## config.mk

```make
export PLATFORM = sky130hd
export DESIGN_NAME = pcw_mem_uploader
export DESIGN_NICKNAME = d
export VERILOG_FILES = /design/src/rtl/pcw_pkg.sv /design/src/rtl/upl_prefetch_buf.sv /design/src/rtl/pcw_mem_uploader.sv
export SDC_FILE = /design/constraint.sdc
export NUM_CORES = 1
export LEC_CHECK = 0
export CAP_MARGIN = 20
export CORE_ASPECT_RATIO = 0.8
export CORE_MARGIN = 4
export CORE_UTILIZATION = 28
export CTS_BUF_LIST = sky130_fd_sc_hd__clkbuf_4
export DETAILED_ROUTE_END_ITERATION = 8
export PLACE_DENSITY = 0.52
export SETUP_SLACK_MARGIN = 0.2
export SYNTH_ARGS = -nofsm -noshare
export SYNTH_HDL_FRONTEND = slang
export SYNTH_SLANG_ARGS = --single-unit
```

## constraint.sdc

```tcl
create_clock -name clk_sys -period 5.7 [get_ports clk_sys]
set_input_delay 0.57 -clock clk_sys [delete_from_list [all_inputs] [get_ports clk_sys]]
set_output_delay 0.57 -clock clk_sys [all_outputs]
set_load 0.01 [all_outputs]
```

## src/rtl/pcw_pkg.sv

```systemverilog
// Shared types and helpers for the PCW ioctl upload responder.
package pcw_pkg;

  typedef enum logic [1:0] {
    IDLE,
    FETCH,
    DELIVER,
    PREFETCH
  } upl_state_t;

  // Purpose of the outstanding RAM request, decides what its ack does.
  typedef enum logic [1:0] {
    REQ_FETCH,
    REQ_PF,
    REQ_DRAIN
  } req_kind_t;

  localparam logic [7:0] FILL_BYTE = 8'hFF;

  // 0=256K, 1=512K, 2=1MB, 3=2MB
  function automatic logic [31:0] mem_limit(input logic [1:0] size);
    return 32'd1 << (32'd18 + 32'(size));
  endfunction

endpackage

```

## src/rtl/upl_prefetch_buf.sv

```systemverilog
// One-entry prefetch buffer: data, address tag and valid bit with hit compare.
module upl_prefetch_buf #(
  parameter int unsigned ADDR_W = 21
) (
  input  logic              i_clk,
  input  logic              i_reset,
  input  logic              i_clr,
  input  logic              i_fill,
  input  logic [ADDR_W-1:0] i_tag,
  input  logic [7:0]        i_data,
  input  logic [ADDR_W-1:0] i_addr,
  output logic              o_hit,
  output logic [7:0]        o_data
);

  logic              r_valid;
  logic [ADDR_W-1:0] r_tag;
  logic [7:0]        r_data;

  always_ff @(posedge i_clk) begin
    if (i_reset) begin
      r_valid <= 1'b0;
      r_tag   <= '0;
      r_data  <= '0;
    end else if (i_clr) begin
      r_valid <= 1'b0;
    end else if (i_fill) begin
      r_valid <= 1'b1;
      r_tag   <= i_tag;
      r_data  <= i_data;
    end
  end

  assign o_hit  = r_valid && (r_tag == i_addr);
  assign o_data = r_data;

endmodule

```

## src/rtl/pcw_mem_uploader.sv

```systemverilog
// HPS ioctl upload responder: reads core RAM through a spare arbiter port and
// returns bytes to hps_io, prefetching the next sequential byte.
module pcw_mem_uploader #(
  parameter int unsigned ADDR_W    = 21,
  parameter int unsigned TIMEOUT   = 255,
  parameter logic [7:0]  FILL_BYTE = pcw_pkg::FILL_BYTE
) (
  input  logic              clk_sys,
  input  logic              reset,
  input  logic [1:0]        mem_size,
  input  logic              ioctl_upload,
  input  logic              ioctl_rd,
  input  logic [ADDR_W-1:0] ioctl_addr,
  output logic [7:0]        ioctl_din,
  output logic              ioctl_wait,
  output logic              mem_req,
  output logic [ADDR_W-1:0] mem_addr,
  input  logic              mem_ack,
  input  logic [7:0]        mem_data,
  output logic              err,
  output logic [ADDR_W-1:0] bytes_served
);

  import pcw_pkg::*;

  localparam int unsigned TMO_W = $clog2(TIMEOUT + 1);

  upl_state_t        r_state, w_state;
  req_kind_t         r_kind, w_kind;
  logic [ADDR_W-1:0] r_addr, w_addr;
  logic [ADDR_W-1:0] r_mem_addr, w_mem_addr;
  logic [ADDR_W-1:0] r_bytes, w_bytes;
  logic [7:0]        r_din, w_din;
  logic              r_wait, w_wait;
  logic              r_req, w_req;
  logic              r_err, w_err;
  logic              r_abort, w_abort;
  logic              r_upl_d;
  logic [TMO_W-1:0]  r_tmo, w_tmo;

  logic              w_buf_clr, w_buf_fill, w_buf_hit;
  logic [7:0]        w_buf_data;
  logic [31:0]       w_limit;
  logic [ADDR_W:0]   w_next_a;
  logic              w_rise, w_tmo_hit, w_done, w_accept;
  logic              w_in_range, w_next_ok, w_pf_match, w_abort_now;

  upl_prefetch_buf #(
    .ADDR_W(ADDR_W)
  ) u_buf (
    .i_clk  (clk_sys),
    .i_reset(reset),
    .i_clr  (w_buf_clr),
    .i_fill (w_buf_fill),
    .i_tag  (r_mem_addr),
    .i_data (mem_data),
    .i_addr (ioctl_addr),
    .o_hit  (w_buf_hit),
    .o_data (w_buf_data)
  );

  assign w_limit     = mem_limit(mem_size);
  assign w_rise      = ioctl_upload && !r_upl_d;
  assign w_tmo_hit   = r_req && !mem_ack && (r_tmo == TMO_W'(TIMEOUT - 1));
  assign w_done      = r_req && (mem_ack || w_tmo_hit);
  assign w_in_range  = 32'(ioctl_addr) < w_limit;
  // One extra bit so the top address does not wrap past the limit check.
  assign w_next_a    = {1'b0, r_addr} + {{ADDR_W{1'b0}}, 1'b1};
  assign w_next_ok   = 32'(w_next_a) < w_limit;
  assign w_pf_match  = r_req && (r_kind == REQ_PF) && (r_mem_addr == ioctl_addr);
  assign w_accept    = ioctl_rd && !r_wait && ioctl_upload && (r_state != FETCH);
  assign w_abort_now = r_abort || !ioctl_upload;

  always_comb begin
    w_state    = r_state;
    w_kind     = r_kind;
    w_addr     = r_addr;
    w_mem_addr = r_mem_addr;
    w_bytes    = r_bytes;
    w_din      = r_din;
    w_wait     = r_wait;
    w_req      = r_req;
    w_err      = r_err;
    w_abort    = r_abort;
    w_tmo      = r_tmo;
    w_buf_clr  = 1'b0;
    w_buf_fill = 1'b0;

    // The RAM handshake completes independently of which state issued it.
    if (r_req) begin
      if (w_done) begin
        w_req = 1'b0;
        w_tmo = '0;
        if (r_kind == REQ_PF) begin
          if (mem_ack) w_buf_fill = 1'b1;
          else         w_buf_clr  = 1'b1;
        end
      end else begin
        w_tmo = r_tmo + 1'b1;
      end
    end

    if (w_rise) begin
      w_err     = 1'b0;
      w_bytes   = '0;
      w_buf_clr = 1'b1;
    end

    case (r_state)
      IDLE, PREFETCH, DELIVER: begin
        if (r_state == DELIVER) w_bytes = w_bytes + 1'b1;
        if (w_accept) begin
          w_addr = ioctl_addr;
          if (!w_in_range) begin
            w_din   = FILL_BYTE;
            w_state = DELIVER;
          end else if (w_buf_hit && !w_rise) begin
            w_din   = w_buf_data;
            w_state = DELIVER;
          end else if (w_pf_match && mem_ack) begin
            w_din   = mem_data;
            w_state = DELIVER;
          end else if (w_pf_match && !w_done) begin
            w_kind  = REQ_FETCH;
            w_wait  = 1'b1;
            w_state = FETCH;
          end else begin
            w_buf_clr = 1'b1;
            w_wait    = 1'b1;
            w_state   = FETCH;
            if (r_req && !w_done) begin
              w_kind = REQ_DRAIN;
            end else begin
              w_req      = 1'b1;
              w_mem_addr = ioctl_addr;
              w_kind     = REQ_FETCH;
              w_tmo      = '0;
            end
          end
        end else if (r_state == DELIVER) begin
          if (w_next_ok && !r_req && ioctl_upload) begin
            w_req      = 1'b1;
            w_mem_addr = w_next_a[ADDR_W-1:0];
            w_kind     = REQ_PF;
            w_tmo      = '0;
            w_state    = PREFETCH;
          end else begin
            w_state = IDLE;
          end
        end else if (!ioctl_upload) begin
          w_state = IDLE;
          if (r_req && !w_done) w_kind = REQ_DRAIN;
        end
      end

      FETCH: begin
        if (!ioctl_upload) w_abort = 1'b1;
        if (w_done) begin
          if (w_abort_now) begin
            w_wait  = 1'b0;
            w_abort = 1'b0;
            w_state = IDLE;
          end else if (r_kind == REQ_DRAIN) begin
            w_req      = 1'b1;
            w_mem_addr = r_addr;
            w_kind     = REQ_FETCH;
            w_tmo      = '0;
          end else if (mem_ack) begin
            w_din   = mem_data;
            w_wait  = 1'b0;
            w_state = DELIVER;
          end else begin
            w_din   = FILL_BYTE;
            w_err   = 1'b1;
            w_wait  = 1'b0;
            w_state = DELIVER;
          end
        end
      end

      default: w_state = IDLE;
    endcase
  end

  always_ff @(posedge clk_sys) begin
    if (reset) begin
      r_state    <= IDLE;
      r_kind     <= REQ_FETCH;
      r_addr     <= '0;
      r_mem_addr <= '0;
      r_bytes    <= '0;
      r_din      <= '0;
      r_wait     <= 1'b0;
      r_req      <= 1'b0;
      r_err      <= 1'b0;
      r_abort    <= 1'b0;
      r_upl_d    <= 1'b0;
      r_tmo      <= '0;
    end else begin
      r_state    <= w_state;
      r_kind     <= w_kind;
      r_addr     <= w_addr;
      r_mem_addr <= w_mem_addr;
      r_bytes    <= w_bytes;
      r_din      <= w_din;
      r_wait     <= w_wait;
      r_req      <= w_req;
      r_err      <= w_err;
      r_abort    <= w_abort;
      r_upl_d    <= ioctl_upload;
      r_tmo      <= w_tmo;
    end
  end

  assign ioctl_din    = r_din;
  assign ioctl_wait   = r_wait;
  assign mem_req      = r_req;
  assign mem_addr     = r_mem_addr;
  assign err          = r_err;
  assign bytes_served = r_bytes;

endmodule

```

# == Yosys cells after proc, flatten, opt, wreduce, memory -nomap -nowiden ==
# Cells that the tools add are included.
# word_totals
register_bits,118
in_bits,36
out_inout_bits,53
# classes
n_addsub,4
order_cmp,2
n_eq_ne,29
shifts,1
muxes,109
n_bitwise,1
reduce_logical,35
# op_table
op,n
two-way mux 21 bit,14
two-way mux 8 bit,21
two-way mux 2 bit,23
two-way mux 1 bit,44
equality test 21 bit,2
one-hot mux 21 bit (2 select lines),1
< comparator 21 x 32 -> 1 bit,1
< comparator 22 x 32 -> 1 bit,1
one-hot mux 8 bit (2 select lines),2
left shift 1 x 6 -> 32 bit (first input constant),1
!= test 3 bit (second input constant),8
adder 21 x 1 -> 22 bit (second input constant),1
adder 21 x 1 -> 21 bit (second input constant),1
logical AND 1 bit,16
!= test 2 bit (second input constant),8
!= test 4 bit (second input constant),4
AND reduction 10 bit,1
AND reduction 9 bit,1
adder 8 x 1 -> 8 bit (second input constant),1
equality test 8 bit (second input constant),1
one-hot mux 2 bit (2 select lines),2
logical NOT 1 bit,7
adder 5 x 2 -> 6 bit (first input constant),1
equality test 2 bit (second input constant),3
other kinds (12),16

# == Longest topological paths before layout ==
# Gate-level depths: netlist of run 1.
# logic_depth
word_depth,16
ltp_mapped,15
depth_no_buf,14

# == Modules after synthesis ==
# Synthesis of run 1 repeated with hierarchy kept, for this count alone.
# hier_totals
cells_unflattened,833
hier_area_um2,6587.6
# by_module_without_submodules
mod,n_inst,cells_per_inst,area_each_um2
pcw_mem_uploader,1,674,5316.3
upl_prefetch_buf,1,159,1271.2

# == Least setup slack after synthesis of run 1 ==
# No wires, ideal clock.
# synth_path
path_kind,reg2reg
from,reg r_addr[1]
to,"reg r_mem_addr[11], in the netlist mem_addr[11]"
setup_time_ps,69
arrival_time_ps,3284
path_slack_ps,2347
stages_incl_launch_ff,16
n_path_buf,1
period_less_slack_ps,3353
path_cell_list,dfxtp_1 > ha_1 > nand4_1 > nor2_1 > nand3_1 > nor2_1 > xor2_1 > ha_1 > a21oi_1 > a21oi_1 > a311oi_1 > nor3_1 > or2_1 > clkbuf_1 > or4_1 > o21ai_1
# synth_via
elab_chain_cells,6
# synth_lines
element,line_no,text
from (decl),pcw_mem_uploader.sv:30,"logic [ADDR_W-1:0] r_addr, w_addr;"
from (signal assigned),pcw_mem_uploader.sv:202,r_addr <= w_addr;
adder 21 x 1 -> 22 bit (*),pcw_mem_uploader.sv:68,"assign w_next_a = {1'b0, r_addr} + {{ADDR_W{1'b0}}, 1'b1};"
< comparator 22 x 32 -> 1 bit,pcw_mem_uploader.sv:69,assign w_next_ok = 32'(w_next_a) < w_limit;
logical AND 1 bit (2 in a row),pcw_mem_uploader.sv:141,if (w_next_ok && !r_req && ioctl_upload) begin
!= test 3 bit (no line),n/a,
AND reduction 10 bit (no line),n/a,
to (signal assigned),pcw_mem_uploader.sv:203,r_mem_addr <= w_mem_addr;
to (decl),pcw_mem_uploader.sv:31,"logic [ADDR_W-1:0] r_mem_addr, w_mem_addr;"
# Mark *: on every way between the ends. The rest lies on a longest branch, timed or not. The select of a mux whose other input is x is not followed.
# A chain may end at the register's enable or synchronous reset.

# == Final worst setup path of run 1 ==
# layout_path
from,reg r_addr[1]
to,"reg r_mem_addr[20], in the netlist mem_addr[20]"
# Same word-level chain as after synthesis.

==> results of run 1 <==
area by class of cell:
class	instances	area, um^2	area share (%)
Antenna cell	1	2.50	0.0321
Clock buffer	17	128	1.64
Clock inverter	15	108	1.38
Inverter	12	45.0	0.578
Multi-Input combinational cell	616	3800	48.8
Sequential cell	118	2360	30.3
Tap cell	306	383	4.91
Timing Repair Buffer	100	966	12.4
worst max-delay path, stage by stage, from the launching register on:
cell	delay, ps
sky130_fd_sc_hd__dfxtp_1	440
sky130_fd_sc_hd__ha_1	240
sky130_fd_sc_hd__nand4_1	270
sky130_fd_sc_hd__nor2_1	350
sky130_fd_sc_hd__nand3_1	250
sky130_fd_sc_hd__nor2_1	180
sky130_fd_sc_hd__xor2_1	160
sky130_fd_sc_hd__ha_1	260
sky130_fd_sc_hd__a21oi_1	150
sky130_fd_sc_hd__a21oi_1	80
sky130_fd_sc_hd__a311oi_1	490
sky130_fd_sc_hd__nor3_1	110
sky130_fd_sc_hd__or2_1	450
sky130_fd_sc_hd__nor2_2	170
sky130_fd_sc_hd__buf_4	320
sky130_fd_sc_hd__mux2i_1	210
cells by family after synthesis:
family,Yosys count
AND/OR/NAND/NOR,329
other,1
XOR/XNOR,71
multiplexers,38
AO/OA/AOI/OAI,161
flip-flops,118
adder cells (fa/ha/maj),15
buffers and inverters,58
cell usage in the layout (no fill, tap or decap), types with 9 or more instances in the layout:
master / count
sky130_fd_sc_hd__buf_4: 12
sky130_fd_sc_hd__o21ai_0: 23
sky130_fd_sc_hd__a31oi_1: 11
sky130_fd_sc_hd__mux2i_1: 38
sky130_fd_sc_hd__nand4_1: 23
sky130_fd_sc_hd__nand2_1: 133
sky130_fd_sc_hd__xnor2_1: 30
sky130_fd_sc_hd__clkdlybuf4s50_1: 87
sky130_fd_sc_hd__xor2_1: 41
sky130_fd_sc_hd__nand3_1: 26
sky130_fd_sc_hd__o22ai_1: 9
sky130_fd_sc_hd__nor3_1: 11
sky130_fd_sc_hd__and3_1: 12
sky130_fd_sc_hd__nand3b_1: 9
sky130_fd_sc_hd__nor4_1: 14
sky130_fd_sc_hd__dfxtp_1: 118
sky130_fd_sc_hd__o21ai_1: 9
sky130_fd_sc_hd__or4_1: 10
sky130_fd_sc_hd__inv_1: 10
sky130_fd_sc_hd__a21oi_1: 63
sky130_fd_sc_hd__o221ai_1: 10
sky130_fd_sc_hd__clkbuf_4: 17
sky130_fd_sc_hd__nor2_1: 57
sky130_fd_sc_hd__ha_1: 15
metrics by stage:
| step | setup WS (ps) | hold slack, ps | instances |
|---|---|---|---|
| 2_1_floorplan | 2350 | 435 | 792 |
| 3_3_place_gp | 1700 | 445 | 1152 |
| 3_5_place_dp | 1580 | 450 | 1152 |
| 4_1_cts | 1520 | 467 | 1184 |
| 5_1_grt | 1000 | 486 | 1185 |
| 6_report | 1470 | 468 | 1185 |
cells in the mapped netlist, types with 3 or more instances:
master                     instances
sky130_fd_sc_hd__o21ai_0          23
sky130_fd_sc_hd__clkbuf_1         36
sky130_fd_sc_hd__dfxtp_1         118
sky130_fd_sc_hd__a21oi_1          63
sky130_fd_sc_hd__nand4_1          23
sky130_fd_sc_hd__nand2b_1          4
sky130_fd_sc_hd__a211o_1           3
sky130_fd_sc_hd__and3_1           12
sky130_fd_sc_hd__nor3_1           11
sky130_fd_sc_hd__or4_1            10
sky130_fd_sc_hd__nor4_1           14
sky130_fd_sc_hd__xnor2_1          30
sky130_fd_sc_hd__o22a_1            3
sky130_fd_sc_hd__inv_1            11
sky130_fd_sc_hd__nand3b_1          9
sky130_fd_sc_hd__o211ai_1          5
sky130_fd_sc_hd__a211oi_1          3
sky130_fd_sc_hd__and2_1            5
sky130_fd_sc_hd__o21a_1            4
sky130_fd_sc_hd__o221ai_1         10
sky130_fd_sc_hd__buf_1             6
sky130_fd_sc_hd__nand2_1         133
sky130_fd_sc_hd__or3_1             5
sky130_fd_sc_hd__ha_1             15
sky130_fd_sc_hd__nor2_1           58
sky130_fd_sc_hd__o22ai_1           9
sky130_fd_sc_hd__nand4b_1          3
sky130_fd_sc_hd__and4_1            5
sky130_fd_sc_hd__o21ai_1           9
sky130_fd_sc_hd__a31oi_1          11
sky130_fd_sc_hd__nand3_1          26
sky130_fd_sc_hd__mux2i_1          38
sky130_fd_sc_hd__xor2_1           41
state kept, by name (all words and copies together) (netlist names), named ones only:
signal,cells
ioctl_din,8
err,1
r_upl_d,1
mem_addr,21
r_kind,2
u_buf.r_tag,21
bytes_served,21
u_buf.o_data,8
r_abort,1
u_buf.r_valid,1
r_tmo,8
r_addr,21
ioctl_wait,1
r_state,2
how the worst max path moves through the flow:
stage / startpoint / endpoint / slack [ps] / depth (start not counted)
2_1_floorplan: r_addr[1] / mem_addr[11] / 2350 / 15
3_3_place_gp: r_addr[1] / mem_addr[2] / 1700 / 15
3_5_place_dp: r_addr[1] / mem_addr[10] / 1580 / 15
4_1_cts: r_addr[1] / mem_addr[20] / 1520 / 15
5_1_grt: r_addr[1] / mem_addr[20] / 1000 / 15
6_report: r_addr[1] / mem_addr[20] / 1470 / 15
metal layers:
metal  vias to the layer above  routed length [um]
met3                        23                1300
met2                       186                8400
met5                         -                   0
li1                       2980                   -
met1                      2923               11000
met4                         0                 323
power by group:
group | switching [mW] | internal [mW] | leakage [nW]
sequential | 0.0368 | 0.855 | 0.955
clock | 0.370 | 0.172 | 0.116
combinational | 0.217 | 0.142 | 1.52
total | 0.623 | 1.17 | 2.59
==> implementation parameters, run 1 <==
Parameter                              Value

Synthesis
  Post-Syn Area ... 0.00638 mm^2
  Number of enable flip-flop cells after synthesis ... 0
  Dominant cell type by area after synthesis ... sky130_fd_sc_hd__dfxtp_1
  Synth async-reset ratio ... 0%
  Combinational family with the most area after synthesis ... simple AND/OR/NAND/NOR gates
  Synthesized-area fraction occupied by ao, oa, aoi and oai cells ... 15.5%
  Share of synthesized cell area in and, or, nand and nor gates ... 25.1%
  Proportion of synthesized area in mux cells ... 5.96%
  Share of the synthesized netlist area taken by xor and xnor gates ... 9.75%
  Warnings from Yosys ... 0
  Count of distinct cell types in the synthesized netlist ... 60
  Post-synth top area share ... 37.0%
  Cells after synthesis ... 791
  Mean cell area of the mapped netlist ... 8.07 um^2
  Number of storage elements in the synthesis netlist ... 118
  Flip-flop cell with the highest count after synthesis ... sky130_fd_sc_hd__dfxtp_1
  Leading post-synthesis cells by cell area ... sky130_fd_sc_hd__dfxtp_1, sky130_fd_sc_hd__nand2_1, sky130_fd_sc_hd__mux2i_1
  Sequential fraction of the synthesis area ... 37.0%
  Post-Synth Adder-Cell Area ... 2.94%

Critical path
  Type of the worst setup path ... flop to flop
  Crit. End Element ... flop
  Largest fanout of any net on the critical path ... 21
  Startpoint of the worst-slack reg-to-reg timing path ... r_addr[1]
  Endpoint arrival time on the critical path ... 4720 ps
  Req. time, crit path ... 6190 ps
  End of the worst register-to-register path ... mem_addr[20]
  Cells on worst reg2reg path ... 15
  CP startpoint kind ... flop
  Register-to-register path setup slack ... 1470 ps

Routing
  Total vias in the final route ... 6,112
  Drt first pass iters ... 5
  Routed via count divided by cell count ... 5.16
  Residual DRC count ... 0
  Total Routed Length ... 21,000 um
  Final ANT Viol Nets ... 0
  Wirelength per Cell ... 17.7 um
  Violation count after the first detailed-route iteration ... 364

Timing
  Final period util ... 74.2%
  Max transition margin ... 30.3%
  RSZ-0062 raised after global routing ... no
  Final count of pins violating max slew ... 0
  Final Skew ... 22.4 ps
  Total Neg Setup Slack ... 0 ps
  Max Freq ... 236 MHz
  Final number of hold-violating endpoints ... 0
  Measured slew at the worst slew-check pin ... 1040 ps
  Final setup vio count ... 0
  Min Tclk post-route ... 4230 ps

Hold path
  Hold Path Depth ... 2
  Startpoint of the lowest-slack hold path ... u_buf.o_data[5]
  Class of the worst hold path ... flop to flop
  Hold Path End ... u_buf.o_data[5]

Global routing
  First-pass GRT wire length ... 33,000 um
  Pin count of the biggest net entering global routing ... 62
  Most heavily used metal layer in global routing ... met1
  Vias in the first global route ... 5,732
  Global-route congestion overflow total ... 0
  GR Util All Layers ... 16.6%
  Met1 usage in global routing ... 25.7%
  Antenna violations before repair ... 1
  Fraction of met2 tracks used by global routing ... 22.2%
  Met3 demand-to-capacity share in global routing ... 4.63%

Clocking
  Clock Sinks ... 118
  Number of resized instances in the post-cts repair step ... 0
  Clock Root Buffer ... sky130_fd_sc_hd__clkbuf_4
  Clock tree buffer depth ... 2
  Clock latency reported for the late side of the worst-skew pair ... 550 ps
  Number of buffers created by CTS ... 17
  # hold bufs at CTS ... 0
  Number of H-tree levels ... 4
  TritonCTS clock tree ... built
  Clock transition at path regs ... 130 ps
  Number of buffers added for setup after CTS ... 0

Floorplanning
  Area of the die ... 0.0253 mm^2
  Number of core rows ... 49
  Core Footprint ... 0.0224 mm^2
  Starting Density ... 28.4%
  I/O pin total ... 89
  Die height ... 143 um
  Width of the die ... 177 um

Run
  Max-Cap Viols ... 0

Layout
  Non-Filler Cell Area, Final ... 0.00780 mm^2
  Final nets ... 916
  Finished Core Util ... 34.7%
  Filler instances ... 2,398
  Share of final-layout standard cells stronger than drive strength 1 ... 6.26%
  Syn-to-layout area delta ... 22.2%

Placed design
  Placed cell area ... 0.00756 mm^2
  Final weighted congestion of routability-driven global placement ... 0.849
  HPWL Detailed ... 15,000 um
  Number of buffers added on ports ... 88

Pwr
  Leakage component of the power ... 2.59 nW
  Overall power after layout ... 1.79 mW
  Total power density per cell area ... 230 mW/mm^2
  Max rail drop VDD ... 0.0000957 V

Run status
  Result of the run ... finished, final reports clean
No activity file was read; power rests on OpenSTA's default activity.
==> inputs of run 2 (changes only) <==
Clock period 5.7 ns to 3.93 ns, I/O delays scaled along.
==> run 2 against run 1 <==
Net effect:
- via count increased by 0.52%
- flip-flop and latch count stayed put
- global-route usage hardly changed
- count of clock-buffer cells in the layout is the same
- routed wire length down 0.44%
- first-iteration DRC count grew 20%
==> implementation parameters, run 2 (synthesis results as in run 1) <==
Parameter                              Value

Layout
  Combined flip-flop and latch cell area ... 0.00236 mm^2 (about the same)
  Final nets ... 929 (was 916)
  Most common cell after layout, fill and taps aside ... sky130_fd_sc_hd__nand2_1 (unchanged)
  Share of final-layout standard cells stronger than drive strength 1 ... 8.53% (was 6.26%)
  Most frequent cells in the layout ... sky130_fd_sc_hd__nand2_1, sky130_fd_sc_hd__dfxtp_1, sky130_fd_sc_hd__clkdlybuf4s50_1 (unchanged)
  Syn-to-layout area delta ... 25.2% (was 22.2%)
  Non-Filler Cell Area, Final ... 0.00799 mm^2 (was 0.00780 mm^2)
  Filler instances ... 2,387 (was 2,398)
  Filler-free cell count of the finished design ... 1,198 (was 1,185)
  Area of the multi-input gates ... 0.00382 mm^2 (was 0.00380 mm^2)

Timing
  Final count of pins violating max slew ... 0 (unchanged)
  Total Neg Setup Slack ... 0 ps (unchanged)
  Max Freq ... 281 MHz (was 236 MHz)
  Final setup vio count ... 0 (unchanged)
  Final Skew ... 25.9 ps (was 22.4 ps)
  Setup WS post-layout ... 375 ps (was 1470 ps)
  Measured slew at the worst slew-check pin ... 709 ps (was 1040 ps)
  RSZ-0062 raised after global routing ... no (unchanged)
  Final period util ... 90.5% (was 74.2%)
  Max transition margin ... 52.7% (was 30.3%)
  Final number of hold-violating endpoints ... 0 (unchanged)
  Min Tclk post-route ... 3560 ps (was 4230 ps)

Critical path
  Crit path largest cell delay ... 390 ps (was 490 ps)
  Endpoint arrival time on the critical path ... 4020 ps (was 4720 ps)
  Largest fanout of any net on the critical path ... 15 (was 21)
  Most numerous cell on the critical path ... sky130_fd_sc_hd__buf_4
  Sequence of cells on the critical path ... ha_1 > nand4_1 > buf_4 > nor4_2 > buf_4 > xor2_1 > ha_1 > o211ai_1 > a21oi_1 > a311oi_1 > buf_4 > nor3_1 > or2_4 > nor2_2 > buf_12 > mux2i_1 (was ha_1 > nand4_1 > nor2_1 > nand3_1 > nor2_1 > xor2_1 > ha_1 > a21oi_1 > a21oi_1 > a311oi_1 > nor3_1 > or2_1 > nor2_2 > buf_4 > mux2i_1)
  Type of the worst setup path ... flop to flop (unchanged)
  Cells on worst reg2reg path ... 16 (was 15)
  Crit. End Element ... flop (unchanged)
  CP startpoint kind ... flop (unchanged)
  Cell with the largest stage delay on the worst path ... sky130_fd_sc_hd__dfxtp_2 (was sky130_fd_sc_hd__a311oi_1)
  Req. time, crit path ... 4390 ps (was 6190 ps)

Routing
  Drt first pass iters ... 5 (unchanged)
  Residual DRC count ... 0 (unchanged)
  Total Routed Length ... 20,900 um (was 21,000 um)
  Total vias in the final route ... 6,144 (was 6,112)
  Routed via count divided by cell count ... 5.13 (was 5.16)
  Violation count after the first detailed-route iteration ... 435 (was 364)
  Final ANT Viol Nets ... 0 (unchanged)
  Wirelength per Cell ... 17.4 um (was 17.7 um)

Clocking
  Clock Sinks ... 118 (unchanged)
  Clock transition at path regs ... 130 ps (about the same)
  # hold bufs at CTS ... 0 (unchanged)
  Number of H-tree levels ... 4 (unchanged)
  Clock latency reported for the late side of the worst-skew pair ... 540 ps (was 550 ps)
  Clock tree buffer depth ... 2 (unchanged)
  TritonCTS clock tree ... built (unchanged)
  Number of resized instances in the post-cts repair step ... 1 (was 0)
  Number of buffers created by CTS ... 17 (unchanged)
  Clock Root Buffer ... sky130_fd_sc_hd__clkbuf_4 (unchanged)
  Number of buffers added for setup after CTS ... 0 (unchanged)

Floorplanning
  Die height ... 143 um (unchanged)
  Number of core rows ... 49 (unchanged)
  Area of the die ... 0.0253 mm^2 (unchanged)
  Starting Density ... 28.4% (unchanged)
  Width of the die ... 177 um (unchanged)
  I/O pin total ... 89 (unchanged)
  Core Footprint ... 0.0224 mm^2 (unchanged)

Global routing
  First-pass GRT wire length ... 32,900 um (was 33,000 um)
  Global-route congestion overflow total ... 0 (unchanged)
  Pin count of the biggest net entering global routing ... 61 (was 62)
  Antenna violations before repair ... 2 (was 1)
  Vias in the first global route ... 5,791 (was 5,732)
  GR Util All Layers ... 16.6% (about the same)

Placed design
  Worst slack at placement ... 243 ps (was 1580 ps)
  Placed cell area ... 0.00768 mm^2 (was 0.00756 mm^2)
  HPWL Detailed ... 15,000 um (about the same)
  Final weighted congestion of routability-driven global placement ... 0.840 (was 0.849)
  Number of placed instances, taps included ... 1,165 (was 1,152)
  Number of buffers added on ports ... 88 (unchanged)

Hold path
  Hold Path Depth ... 3 (was 2)
  Class of the worst hold path ... input port to flop (was flop to flop)

Pwr
  Leakage component of the power ... 2.70 nW (was 2.59 nW)
  Total power density per cell area ... 345 mW/mm^2 (was 230 mW/mm^2)
  Max rail drop VDD ... 0.000199 V (was 0.0000957 V)

Run status
  Result of the run ... finished, final reports clean (unchanged)

Run
  Max-Cap Viols ... 0 (unchanged)
-- run 2: changes by cell type in the layout (fill, tap and decap cells not counted), moves of 2 or more --
cell / change
sky130_fd_sc_hd__bufinv_16: +2
sky130_fd_sc_hd__buf_12: +2
sky130_fd_sc_hd__dfxtp_2: +2
sky130_fd_sc_hd__buf_4: +11
sky130_fd_sc_hd__clkinvlp_4: -3
sky130_fd_sc_hd__dfxtp_1: -2
-- run 2: report_power, final --
| part | internal (mW) | switching, mW | leakage, nW | total [mW] |
|---|---|---|---|---|
| clock network | 0.381 | 0.535 | 0.150 | 0.915 |
| registers | 1.24 | 0.0498 | 0.956 | 1.29 |
| logic | 0.226 | 0.323 | 1.60 | 0.549 |
-- run 2: metrics by stage --
stage,util (%),total power [mW],hold slack (ps)
after floorplan,-,1.61,435
after global placement,34.2,1.86,444
after detailed placement,34.2,1.86,448
after CTS,35.5,2.78,396
after global routing,35.6,2.89,430
final,35.6,2.75,438
-- run 2: area by class of cell --
type                       count  share of cell area (%)
timing repair buffer         113                    13.6
clock buffer                  17                    1.60
sequential                   118                    29.6
clock inverter                15                    1.94
inverter                      12                   0.564
tap                          306                    4.79
multi-input combinational    616                    47.8
antenna                        1                  0.0313
-- run 2: worst max-delay path, delay by kind of cell, from the launching register on --
kind | cells | cell delay [ps]
xor gates and xnor gates | 1 | 140
DFF | 1 | 390
muxes | 1 | 200
AOI/OAI and AO/OA | 3 | 490
adders and majority gates | 2 | 460
and+or+nand+nor | 5 | 1010
buffers and inverters | 4 | 780
-- run 2: metal layers --
layer | part of all wire (%) | global-route usage (%) | up-vias
met1 | 52 | 25.4 | 2932
met4 | 1.2 | 4.52 | 2
li1 | - | - | 3016
met2 | 40 | 22.9 | 171
met3 | 6.1 | 4.26 | 23
met5 | 0.062 | 0 | -
-- run 2: final timing paths --
check | startpoint | endpoint | slack [ps]
max reg2reg | r_addr[1] | mem_addr[19] | 370
min | mem_data[5] | u_buf.o_data[5] | 440
min reg2reg | u_buf.o_data[5] | u_buf.o_data[5] | 470
max | r_addr[1] | mem_addr[19] | 370
